`src/rtl/id_ex_skid_pkg.sv`:
```
// Shared constants for the ID/EX stage. These are the NOP bubble values
// that decode and execute already agree on.
package id_ex_skid_pkg;

    localparam logic [7:0]  EXE_NOP_OP  = 8'b0000_0000;
    localparam logic [2:0]  EXE_RES_NOP = 3'b000;
    localparam logic [31:0] ZeroWord    = 32'h0000_0000;

endpackage

```
`src/rtl/id_ex_skid_buf.sv`:
```
// Generic two-entry skid buffer over a packed payload.
// The main register drives the output directly. The skid register holds
// the one beat that may arrive in the cycle the consumer stalls.
// Both in_ready and out_valid are registered. They are pure functions of
// the state.
//
// state | meaning
// ------+---------------------------------------------
// EMPTY | main holds the NOP value, nothing valid
// ONE   | main holds a valid beat, skid empty
// TWO   | main and skid both valid, upstream stalled
module pipe_skid_buf
    import id_ex_skid_pkg::*;
#(
    parameter int W = 8
) (
    input  logic         clk,
    input  logic         rst,
    input  logic         flush,
    input  logic [W-1:0] nop_val,
    input  logic         in_valid,
    output logic         in_ready,
    input  logic [W-1:0] in_data,
    output logic         out_valid,
    input  logic         out_ready,
    output logic [W-1:0] out_data
);

    typedef enum logic [1:0] {
        EMPTY = 2'd0,
        ONE   = 2'd1,
        TWO   = 2'd2
    } state_t;

    state_t       state;
    logic [W-1:0] main_q;
    logic [W-1:0] skid_q;
    logic         in_fire;
    logic         out_fire;

    assign in_fire  = in_valid & in_ready;
    assign out_fire = out_valid & out_ready;
    assign out_data = main_q;

    // State, storage and registered handshake outputs. Reset and flush share one path.
    always_ff @(posedge clk) begin
        if (!rst || flush) begin
            state     <= EMPTY;
            main_q    <= nop_val;
            skid_q    <= nop_val;
            in_ready  <= 1'b1;
            out_valid <= 1'b0;
        end else begin
            case (state)
                EMPTY: begin
                    if (in_fire) begin
                        main_q    <= in_data;
                        out_valid <= 1'b1;
                        state     <= ONE;
                    end
                end
                ONE: begin
                    if (in_fire && out_fire) begin
                        main_q <= in_data;
                    end else if (in_fire) begin
                        skid_q   <= in_data;
                        in_ready <= 1'b0;
                        state    <= TWO;
                    end else if (out_fire) begin
                        main_q    <= nop_val;
                        out_valid <= 1'b0;
                        state     <= EMPTY;
                    end
                end
                TWO: begin
                    // Upstream is stalled here, so the skid beat is the only successor.
                    if (out_fire) begin
                        main_q   <= skid_q;
                        skid_q   <= nop_val;
                        in_ready <= 1'b1;
                        state    <= ONE;
                    end
                end
                default: begin
                    state     <= EMPTY;
                    main_q    <= nop_val;
                    skid_q    <= nop_val;
                    in_ready  <= 1'b1;
                    out_valid <= 1'b0;
                end
            endcase
        end
    end

endmodule

```
`src/rtl/id_ex_skid.sv`:
```
// ID/EX pipeline stage with a valid/ready handshake and a two-entry skid.
// It packs the decode fields into one payload and supplies the NOP bubble.
// It also counts the cycles in which execute sees no valid beat.
module id_ex_skid
    import id_ex_skid_pkg::*;
#(
    parameter int DATA_W   = 32,
    parameter int ADDR_W   = 5,
    parameter int ALUOP_W  = 8,
    parameter int ALUSEL_W = 3,
    parameter int CNT_W    = 16
) (
    input  logic                clk,
    input  logic                rst,
    input  logic                id_valid,
    output logic                id_ready,
    input  logic [ALUOP_W-1:0]  id_aluop,
    input  logic [ALUSEL_W-1:0] id_alusel,
    input  logic [DATA_W-1:0]   id_data1,
    input  logic [DATA_W-1:0]   id_data2,
    input  logic [ADDR_W-1:0]   id_waddr,
    input  logic                id_we,
    input  logic                id_in_delayslot,
    input  logic                flush,
    output logic                ex_valid,
    input  logic                ex_ready,
    output logic [ALUOP_W-1:0]  ex_aluop,
    output logic [ALUSEL_W-1:0] ex_alusel,
    output logic [DATA_W-1:0]   ex_data1,
    output logic [DATA_W-1:0]   ex_data2,
    output logic [ADDR_W-1:0]   ex_waddr,
    output logic                ex_we,
    output logic                ex_in_delayslot,
    output logic [CNT_W-1:0]    bubble_cnt
);

    localparam int PW = ALUOP_W + ALUSEL_W + 2 * DATA_W + ADDR_W + 2;

    logic [PW-1:0] id_pl;
    logic [PW-1:0] ex_pl;
    logic [PW-1:0] nop_pl;

    assign id_pl  = {id_aluop, id_alusel, id_data1, id_data2, id_waddr, id_we, id_in_delayslot};
    assign nop_pl = {ALUOP_W'(EXE_NOP_OP), ALUSEL_W'(EXE_RES_NOP), DATA_W'(ZeroWord),
                     DATA_W'(ZeroWord), {ADDR_W{1'b0}}, 1'b0, 1'b0};

    assign {ex_aluop, ex_alusel, ex_data1, ex_data2, ex_waddr, ex_we, ex_in_delayslot} = ex_pl;

    pipe_skid_buf #(
        .W(PW)
    ) u_skid (
        .clk      (clk),
        .rst      (rst),
        .flush    (flush),
        .nop_val  (nop_pl),
        .in_valid (id_valid),
        .in_ready (id_ready),
        .in_data  (id_pl),
        .out_valid(ex_valid),
        .out_ready(ex_ready),
        .out_data (ex_pl)
    );

    // Saturating bubble counter. Flush does not clear it, so it keeps the stall history.
    always_ff @(posedge clk) begin
        if (!rst) begin
            bubble_cnt <= '0;
        end else if (!ex_valid && (bubble_cnt != {CNT_W{1'b1}})) begin
            bubble_cnt <= bubble_cnt + CNT_W'(1);
        end
    end

endmodule
```
`config.mk`:
```
export PLATFORM = sky130hd
export DESIGN_NAME = id_ex_skid
export DESIGN_NICKNAME = d
export VERILOG_FILES = /design/src/rtl/id_ex_skid_pkg.sv /design/src/rtl/id_ex_skid_buf.sv /design/src/rtl/id_ex_skid.sv
export SDC_FILE = /design/constraint.sdc
export NUM_CORES = 1
export LEC_CHECK = 0
export CELL_PAD_IN_SITES_DETAIL_PLACEMENT = 0
export CELL_PAD_IN_SITES_GLOBAL_PLACEMENT = 1
export CORE_MARGIN = 5
export CORE_UTILIZATION = 46
export CTS_BUF_LIST = sky130_fd_sc_hd__clkbuf_8
export CTS_CLUSTER_SIZE = 8
export DETAILED_ROUTE_END_ITERATION = 10
export PLACE_DENSITY = 0.87
export SKIP_CTS_REPAIR_TIMING = 1
export SLEW_MARGIN = 30
export SYNTH_ARGS = -nofsm -noshare
export SYNTH_HDL_FRONTEND = slang
export SYNTH_HIERARCHICAL = 1
export SYNTH_SLANG_ARGS = --single-unit
```
`constraint.sdc`:
```
create_clock -name clk -period 10.1 [get_ports clk]
set_input_delay 3.03 -clock clk [delete_from_list [all_inputs] [get_ports clk]]
set_output_delay 3.03 -clock clk [all_outputs]
set_load 0.1 [all_outputs]
```
Word-level counts from Yosys, hierarchy flattened:

Cells that the tools add are included.

* register bits after elaboration: 184
* latch bits: 0
* memory bits (writable): 0
* memory bits (read-only): 0
* output and inout bits: 100
* memories: 0

* add/sub/neg operators: 1
* multiply operators: 0
* div/mod/pow operators: 0
* order comparisons: 0
* equal/unequal tests: 12
* shift operators: 0
* multiplexer cells: 23
* bitwise operators: 4
* reductions and logical operators: 10

Operators by type and width (number)
* 2-to-1 mux 82 bit: 6
* case mux 82 bit (3 select lines): 2
* adder 16 x 1 -> 16 bit, second input constant: 1
* != test 16 bit, second input constant: 1
* AND reduction 4 bit: 3
* 2-to-1 mux 2 bit: 5
* != test 2 x 1 -> 1 bit, second input constant: 4
* 2-to-1 mux 1 bit: 7
* != test 3 x 1 -> 1 bit, second input constant: 2
* case mux 1 bit (3 select lines): 2
* case mux 2 bit (3 select lines): 1
* AND reduction 5 bit: 1
* != test 2 bit, second input constant: 2
* != test 3 bit, second input constant: 1
* AND 1 bit: 2
* equality test 2 x 1 -> 1 bit, second input constant: 1
* equality test 2 bit, second input constant: 1
* logical AND 1 bit: 2
* zero test 1 bit: 2
* zero test 2 bit: 1
* NOT 1 bit: 2
* logical OR 1 bit: 1

Longest topological paths before layout:

Gate-level depths: netlist of the first run.

* depth after elaboration: 5
* mapped depth: 6
* depth with buffers taken out: 5

Cells and area by module:

Netlist of the first run, hierarchy kept.

By module, submodules not included
* pipe_skid_buf: instances 1, cells each 488, area each 7847.5 sq um
* id_ex_skid: instances 1, cells each 96, area each 833.3 sq um

Worst setup path before layout of the first run:

No wires, ideal clock.

* path kind: in2reg
* start: input port ex_ready
* end: register u_skid.main_q[0], in the netlist u_skid/out_data[0], enable pin
* setup time: 532 ps
* data arrival time: 6979 ps
* setup slack: 2589 ps
* stages: 3
* path through: a21oi_1 -> and2_1 -> o21ai_1

* word-level cells in the longest chain between the ends: 4
* elaborated cells on any way between the ends: 6

RTL lines
* from (decl): line id_ex_skid.sv:26 `input logic ex_ready,`
* AND 1 bit (*): line id_ex_skid_buf.sv:42 `assign out_fire = out_valid & out_ready;`
* logical AND 1 bit: line id_ex_skid_buf.sv:63 `if (in_fire && out_fire) begin`
* != test 3 bit (no source line) / != test 3 x 1 -> 1 bit (equally long branches)
* AND reduction 4 bit (no source line) (*)
* to (signal assigned): line id_ex_skid_buf.sv:49 `main_q <= nop_val;`
* to (signal assigned): line id_ex_skid_buf.sv:64 `main_q <= in_data;`
* to (signal assigned): line id_ex_skid_buf.sv:70 `main_q <= nop_val;`
* to (decl): line id_ex_skid_buf.sv:36 `logic [W-1:0] main_q;`

Mark *: on every way between the ends. The rest lies on a longest branch, timed or not.
A chain may end at the register's enable or synchronous reset.

Final worst setup path of the first run:

* start: input port rst
* end: register u_skid.skid_q[76], data pin

* word-level cells in the longest chain between the ends: 2

RTL lines
* from (decl): line id_ex_skid.sv:14 `input logic rst,`
* zero test 1 bit: line id_ex_skid_buf.sv:47 `if (!rst || flush) begin`
* logical OR 1 bit: line id_ex_skid_buf.sv:47
* to (signal assigned): line id_ex_skid_buf.sv:50 `skid_q <= nop_val;`
* to (signal assigned): line id_ex_skid_buf.sv:66 `skid_q <= in_data;`
* to (signal assigned): line id_ex_skid_buf.sv:79 `skid_q <= nop_val;`
* to (decl): line id_ex_skid_buf.sv:37 `logic [W-1:0] skid_q;`

No other way between the ends.

==> flow_metrics.py, run 1 <==
metrics = {
    "status": {
        "status": "completed",
    },
    "timing": {
        "slew_headroom_pct": 31.8,
        "fin_setup_tns_ns": 0,
        "final-hold-violation-count": 0,
        "fin_crit_ns": 5.72,
        "holdWs_ns": 0.516,
        "maxClockFrequency_mhz": 175,
        "slew_viol_final": 0,
        "setup_viol": 0,
        "period_share_pct": 56.7,
        "tightest_slew_ns": 1.02,
        "finClkSkew_ns": 0.0138,
        "rsz0062_at_grt": "false",
    },
    "synth": {
        "netlist_area_sq_um": 8680,
        "synthArstFlopShare_pct": 0,
        "synth-edff-count": 164,
        "ys_types": 57,
        "syn_avg_cell_area_sq_um": 14.9,
        "synth_warnings": 6,
        "synth_seq_cells": 184,
        "synth-seq-area-share_pct": 61.3,
        "netlist_instances": 584,
        "ys.flop_type": "edfxtp_1",
    },
    "final_layout": {
        "nets": 1008,
        "drive_gt1_share_pct": 5.90,
        "area_growth_pct": 34.3,
        "n_antenna_cell": 0,
        "final_cells": 1166,
        "fin_util_pct": 62.5,
    },
    "worst_setup_path": {
        "critPathKind": "primary input to flip-flop",
        "slowest_delay_ns": 0.86,
        "path_max_fanout": 43,
        "cp.required_ns": 10.41,
        "r2r_setup_slack_ns": 7.41,
        "crit_family": "buffers and inverters",
        "start_kind": "primary input",
        "cp_slowest_cell": "clkdlybuf4s50_1",
        "critical_path_arrival_ns": 6.03,
        "path_cells": "clkdlybuf4s50_1 > nor2b_1 > and3_4 > buf_4 > mux2_1",
        "end_kind": "flip-flop",
        "path_buf_inv": 2,
    },
    "power_and_ir_drop": {
        "p_leak_nw": 4.48,
        "intPower_mw": 1.29,
        "clock_power_share_pct": 26.5,
        "sw_frac_of_total_pct": 33.8,
        "ir_drop_mv": 0.0902,
        "power_density_nw_per_um2": 167,
        "seqPwrFrac_pct": 47.6,
        "combPwrFrac_pct": 25.9,
        "netSwitchingPower_mw": 0.656,
    },
    "placement": {
        "place_inst": 1135,
        "io_buffers": 186,
        "gp_congestion": 0.816,
        "dpl.hpwl_um": 12800,
    },
    "cts": {
        "clock_path_buffers": 2,
        "clockRootBuffer": "clkbuf_8",
        "htree_levels": 4,
        "clk_latency_ns": 0.45,
        "cts.clk_slew.worst_paths_ns": 0.09,
        "clock_sinks": 184,
        "cts_tree": "done",
        "cts-buffers-inserted": 17,
    },
    "die": {
        "initial_core_util_pct": 46.6,
        "coreArea_sq_um": 18600,
        "ios": 187,
        "fp.dieW_um": 147,
        "dieArea_sq_um": 21700,
        "die_y_um": 147,
        "row_count": 50,
    },
    "global_routing": {
        "grt_pass1_vias": 5880,
        "grt_overflow": 0,
        "grt_use_total_pct": 17.7,
        "grt_max_degree": 69,
        "grt_pass1_wl_um": 30800,
        "grt_antenna_before_repair": 0,
    },
    "drt": {
        "wl_per_cell_um": 16.4,
        "drt_wl_total_um": 19100,
        "drt_drc_violations_left": 0,
        "drt_iter0_drc": 448,
        "ant_nets": 0,
        "via_count": 5859,
        "drt_pass1_iterations": 4,
        "via_per_inst": 5.02,
    },
    "job": {
        "cap_violations": 0,
    },
    "hold_path": {
        "hold_class": "flip-flop to flip-flop",
    },
}
cell usage after synthesis, drive strengths merged, types with 2 or more instances:
cell,n,share of area (%)
a221o,82,9.5
o31ai,2,0.17
nand3,7,0.40
clkbuf,11,0.48
and3,4,0.29
or4,2,0.22
o311ai,2,0.20
nor4,3,0.29
o21ai,10,0.58
mux2,82,11
nand4,6,0.68
and2,83,6.0
o31a,3,0.30
nor2,6,0.26
buf,31,3.6
a21oi,9,0.52
edfxtp,164,57
a31oi,3,0.22
inv,5,0.22
nand2b,4,0.32
dfxtp,20,4.6
mux2i,2,0.23
a21o,2,0.20
nor3,2,0.12
and4,3,0.30
o41ai,2,0.20
nor2b,2,0.14
or3,2,0.14
nand2,11,0.48
worst paths after layout:
check,startpoint,end,depth (start not counted)
max,rst,u_skid/skid_q[76]$_DFFE_PP_,5
min reg2reg,bubble_cnt[1]$_SDFFE_PN0P_,bubble_cnt[1]$_SDFFE_PN0P_,2
min,bubble_cnt[1]$_SDFFE_PN0P_,bubble_cnt[1]$_SDFFE_PN0P_,2
max reg2reg,u_skid/state[0]$_SDFFE_PP0P_,u_skid/out_data[47]$_DFFE_PP_,5
layout make-up:
cell class	instances	area (sq um)
clock buffers	17	234
clock inverters	14	178
fillers	1544	6990
inverters	5	18.8
multi-input cells	516	3650
flip-flops and latches	184	5330
well taps	234	293
repair buffers	196	1960
kinds of logic (layout without fill, tap and decap cells):
group                      count (synthesis)  count (layout)  share of synthesized area, %
DFF                                      184             184                          61.3
other                                      1             164                        0.0432
AOI/OAI and AO/OA                        124             124                          12.9
muxes                                     84              84                          10.9
adders and majority gates                  1               1                         0.144
buffers and inverters                     47             232                          4.31
and+or+nand+nor                          142             142                          10.3
xor gates and xnor gates                   1               1                         0.101
power groups by stage:
stage	clock (mW)	sequential, mW	combinational (mW)
floorplan	0	1.23	0.0920
global placement	0	0.941	0.499
detailed placement	0	0.943	0.506
CTS	0.527	0.926	0.506
global route	0.561	0.932	0.523
finish	0.514	0.924	0.504
worst reg2reg max path: stages (launching register included):
cell and delay (ns):
dfxtp_1 0.61, a21oi_1 0.18, and2_1 0.23, o21ai_4 0.46
buf_16 0.23, buf_4 0.57
layer usage:
metal,share of wire (%),global-route usage [%]
met5,0,0
met4,0.93,5.17
met3,4.9,3.92
met2,50,30.4
met1,44,22.6
sequential cells by signal (all words and copies together) (netlist names):
name and count:
bubble_cnt 16, u_skid/in_ready 1, u_skid/out_data 82, u_skid/out_valid 1, u_skid/skid_q 82, u_skid/state 2
cells in the final DEF, fill, tap and decap left out, types with 3 or more instances in the layout:
master and count:
nand4_1 4, nand2b_1 3, a221o_1 82, nor2_1 6
inv_1 6, bufinv_16 3, mux2_1 82, and3_1 3
buf_4 7, conb_1 164, and4_1 3, a31oi_1 3
nand2_1 11, edfxtp_1 164, clkdlybuf4s50_1 184, and2_1 83
nand3_1 7, clkbuf_8 17, a21oi_1 9, dfxtp_1 20
clkinvlp_4 3, o21ai_0 6
metrics by stage:
step           setup slack [ns]  power (mW)  area [sq um]
4_1_cts                    4.33        1.96         11700
3_3_place_gp               3.94        1.44         11200
6_report                   4.38        1.94         11700
2_1_floorplan              2.59        1.32          9290
5_1_grt                    4.18        2.02         11700
3_5_place_dp               3.85        1.45         11200
Note: power is estimated with default switching activity, not from simulation.
==> run 2, diff against run 1 <==
Settings changed: CORE_UTILIZATION 46 to 43, PLACE_DENSITY 0.87 to 0.82.
Clock period 10.1 ns to 5.99 ns, I/O delays scaled along.
==> run 2 against run 1 <==
Compared with the run above: die area is 6.5% higher; critical path type unchanged; hold slack worse by 0.00064 ns; sequential power up 69%; largest cell class unchanged; register-to-register slack worse by 3.6 ns; sequential share of layout area is 0.20 points lower; routed wire length grew 0.60%; first-iteration DRC count shrank 34%; via count fell by 0.67%; setup slack worse by 2.6 ns.
==> flow_metrics.py, run 2 (synthesized netlist as in run 1, its figures left out) <==
metrics = {
    "status": {
        "status": "completed",
    },
    "drt": {
        "via_count": 5820,
        "drt_wl_total_um": 19300,
        "drt_pass1_iterations": 5,
        "drt_iter0_drc": 296,
        "wl_per_cell_um": 16.0,
        "via_per_inst": 4.84,
        "drt_drc_violations_left": 0,
        "ant_nets": 0,
    },
    "worst_setup_path": {
        "slowest_delay_ns": 0.90,
        "path_max_fanout": 51,
        "critPathKind": "primary input to flip-flop",
        "critical_path_arrival_ns": 4.48,
        "cp_slowest_cell": "clkdlybuf4s50_1",
        "start_kind": "primary input",
        "end_kind": "flip-flop",
        "path_cells": "clkdlybuf4s50_1 > nor2b_1 > and3_4 > buf_12 > mux2_1",
        "cp.required_ns": 6.30,
    },
    "cts": {
        "cts_tree": "done",
        "clockRootBuffer": "clkbuf_8",
        "clk_latency_ns": 0.46,
        "clock_sinks": 184,
        "htree_levels": 4,
        "cts-buffers-inserted": 17,
        "clock_path_buffers": 2,
        "cts.clk_slew.worst_paths_ns": 0.10,
    },
    "global_routing": {
        "grt_pass1_wl_um": 31100,
        "grt_overflow": 0,
        "grt_use_total_pct": 16.6,
        "grt_pass1_vias": 5832,
        "grt_antenna_before_repair": 0,
        "grt_max_degree": 83,
    },
    "power_and_ir_drop": {
        "power_density_nw_per_um2": 282,
        "ir_drop_mv": 0.151,
        "p_leak_nw": 4.48,
    },
    "die": {
        "dieArea_sq_um": 23100,
        "fp.dieW_um": 152,
        "coreArea_sq_um": 20000,
        "initial_core_util_pct": 43.3,
        "ios": 187,
        "die_y_um": 152,
        "row_count": 52,
    },
    "final_layout": {
        "fin_util_pct": 58.4,
        "n_antenna_cell": 0,
        "nets": 1008,
        "drive_gt1_share_pct": 6.00,
        "area_growth_pct": 34.9,
        "layout_common_cells": "clkdlybuf4s50_1 (183), conb_1 (164), edfxtp_1 (164), and2_1 (83)",
        "final_common_cell": "clkdlybuf4s50_1",
    },
    "placement": {
        "gp_congestion": 0.797,
        "io_buffers": 186,
        "dpl.hpwl_um": 12600,
    },
    "timing": {
        "period_share_pct": 69.5,
        "final-hold-violation-count": 0,
        "fin_setup_tns_ns": 0,
        "slew_viol_final": 0,
        "maxClockFrequency_mhz": 240,
        "rsz0062_at_grt": "false",
        "slew_headroom_pct": 30.6,
        "finClkSkew_ns": 0.0228,
        "tightest_slew_ns": 1.04,
        "setup_viol": 0,
        "fin_crit_ns": 4.16,
    },
    "job": {
        "cap_violations": 0,
    },
    "hold_path": {
        "hold_class": "flip-flop to flip-flop",
    },
}
## run 2: per-layer routing
| metal | GRT usage [%] | routed length (um) | vias up |
|---|---|---|---|
| li1 | - | - | 2861 |
| met1 | 21.1 | 8500 | 2793 |
| met2 | 28.1 | 9600 | 158 |
| met3 | 3.90 | 973 | 8 |
| met4 | 5.61 | 182 | 0 |
| met5 | 0 | 0 | - |
## run 2: report_power, final
group	leakage (nW)	internal [mW]	switching (mW)
clock	0.213	0.424	0.467
sequential	1.86	1.53	0.0324
combinational	2.40	0.226	0.623
total	4.48	2.18	1.12
## run 2: final timing paths
path / start / endpoint / slack, ns / depth (start not counted)
setup / recovery: rst / u_skid/skid_q[18]$_DFFE_PP_ / 1.83 / 5
hold / removal: bubble_cnt[1]$_SDFFE_PN0P_ / bubble_cnt[1]$_SDFFE_PN0P_ / 0.52 / 2
setup reg to reg: u_skid/state[0]$_SDFFE_PP0P_ / u_skid/out_data[79]$_DFFE_PP_ / 3.78 / 4
hold reg to reg: bubble_cnt[1]$_SDFFE_PN0P_ / bubble_cnt[1]$_SDFFE_PN0P_ / 0.52 / 2
## run 2: metrics by stage
step                      hold slack (ns)  total power [mW]  instance area [sq um]  cells  setup WS, ns
after floorplan                     0.588              2.22                   9300    747          1.25
after CTS                           0.524              3.33                  11700   1203          1.85
after global placement              0.494              2.43                  11300   1170          1.37
final                               0.515              3.30                  11700   1203          1.83
after global routing                0.563              3.42                  11700   1203          1.68
after detailed placement            0.507              2.44                  11300   1171          1.35
## run 2: worst max-delay path: cells and delay by family
kind | cells | cell delay [ns]
mux | 1 | 0.20
simple gates | 2 | 1.19
buf+inv | 2 | 1.23
## run 2: final cells by class
cell class                 instances  area (sq um)
clock buffer                      17           234
clock inverter                    15           195
fill                            1749          8330
inverter                           5          18.8
multi-input combinational        516          3640
sequential                       184          5330
tap                              270           338
timing repair buffer             196          1960
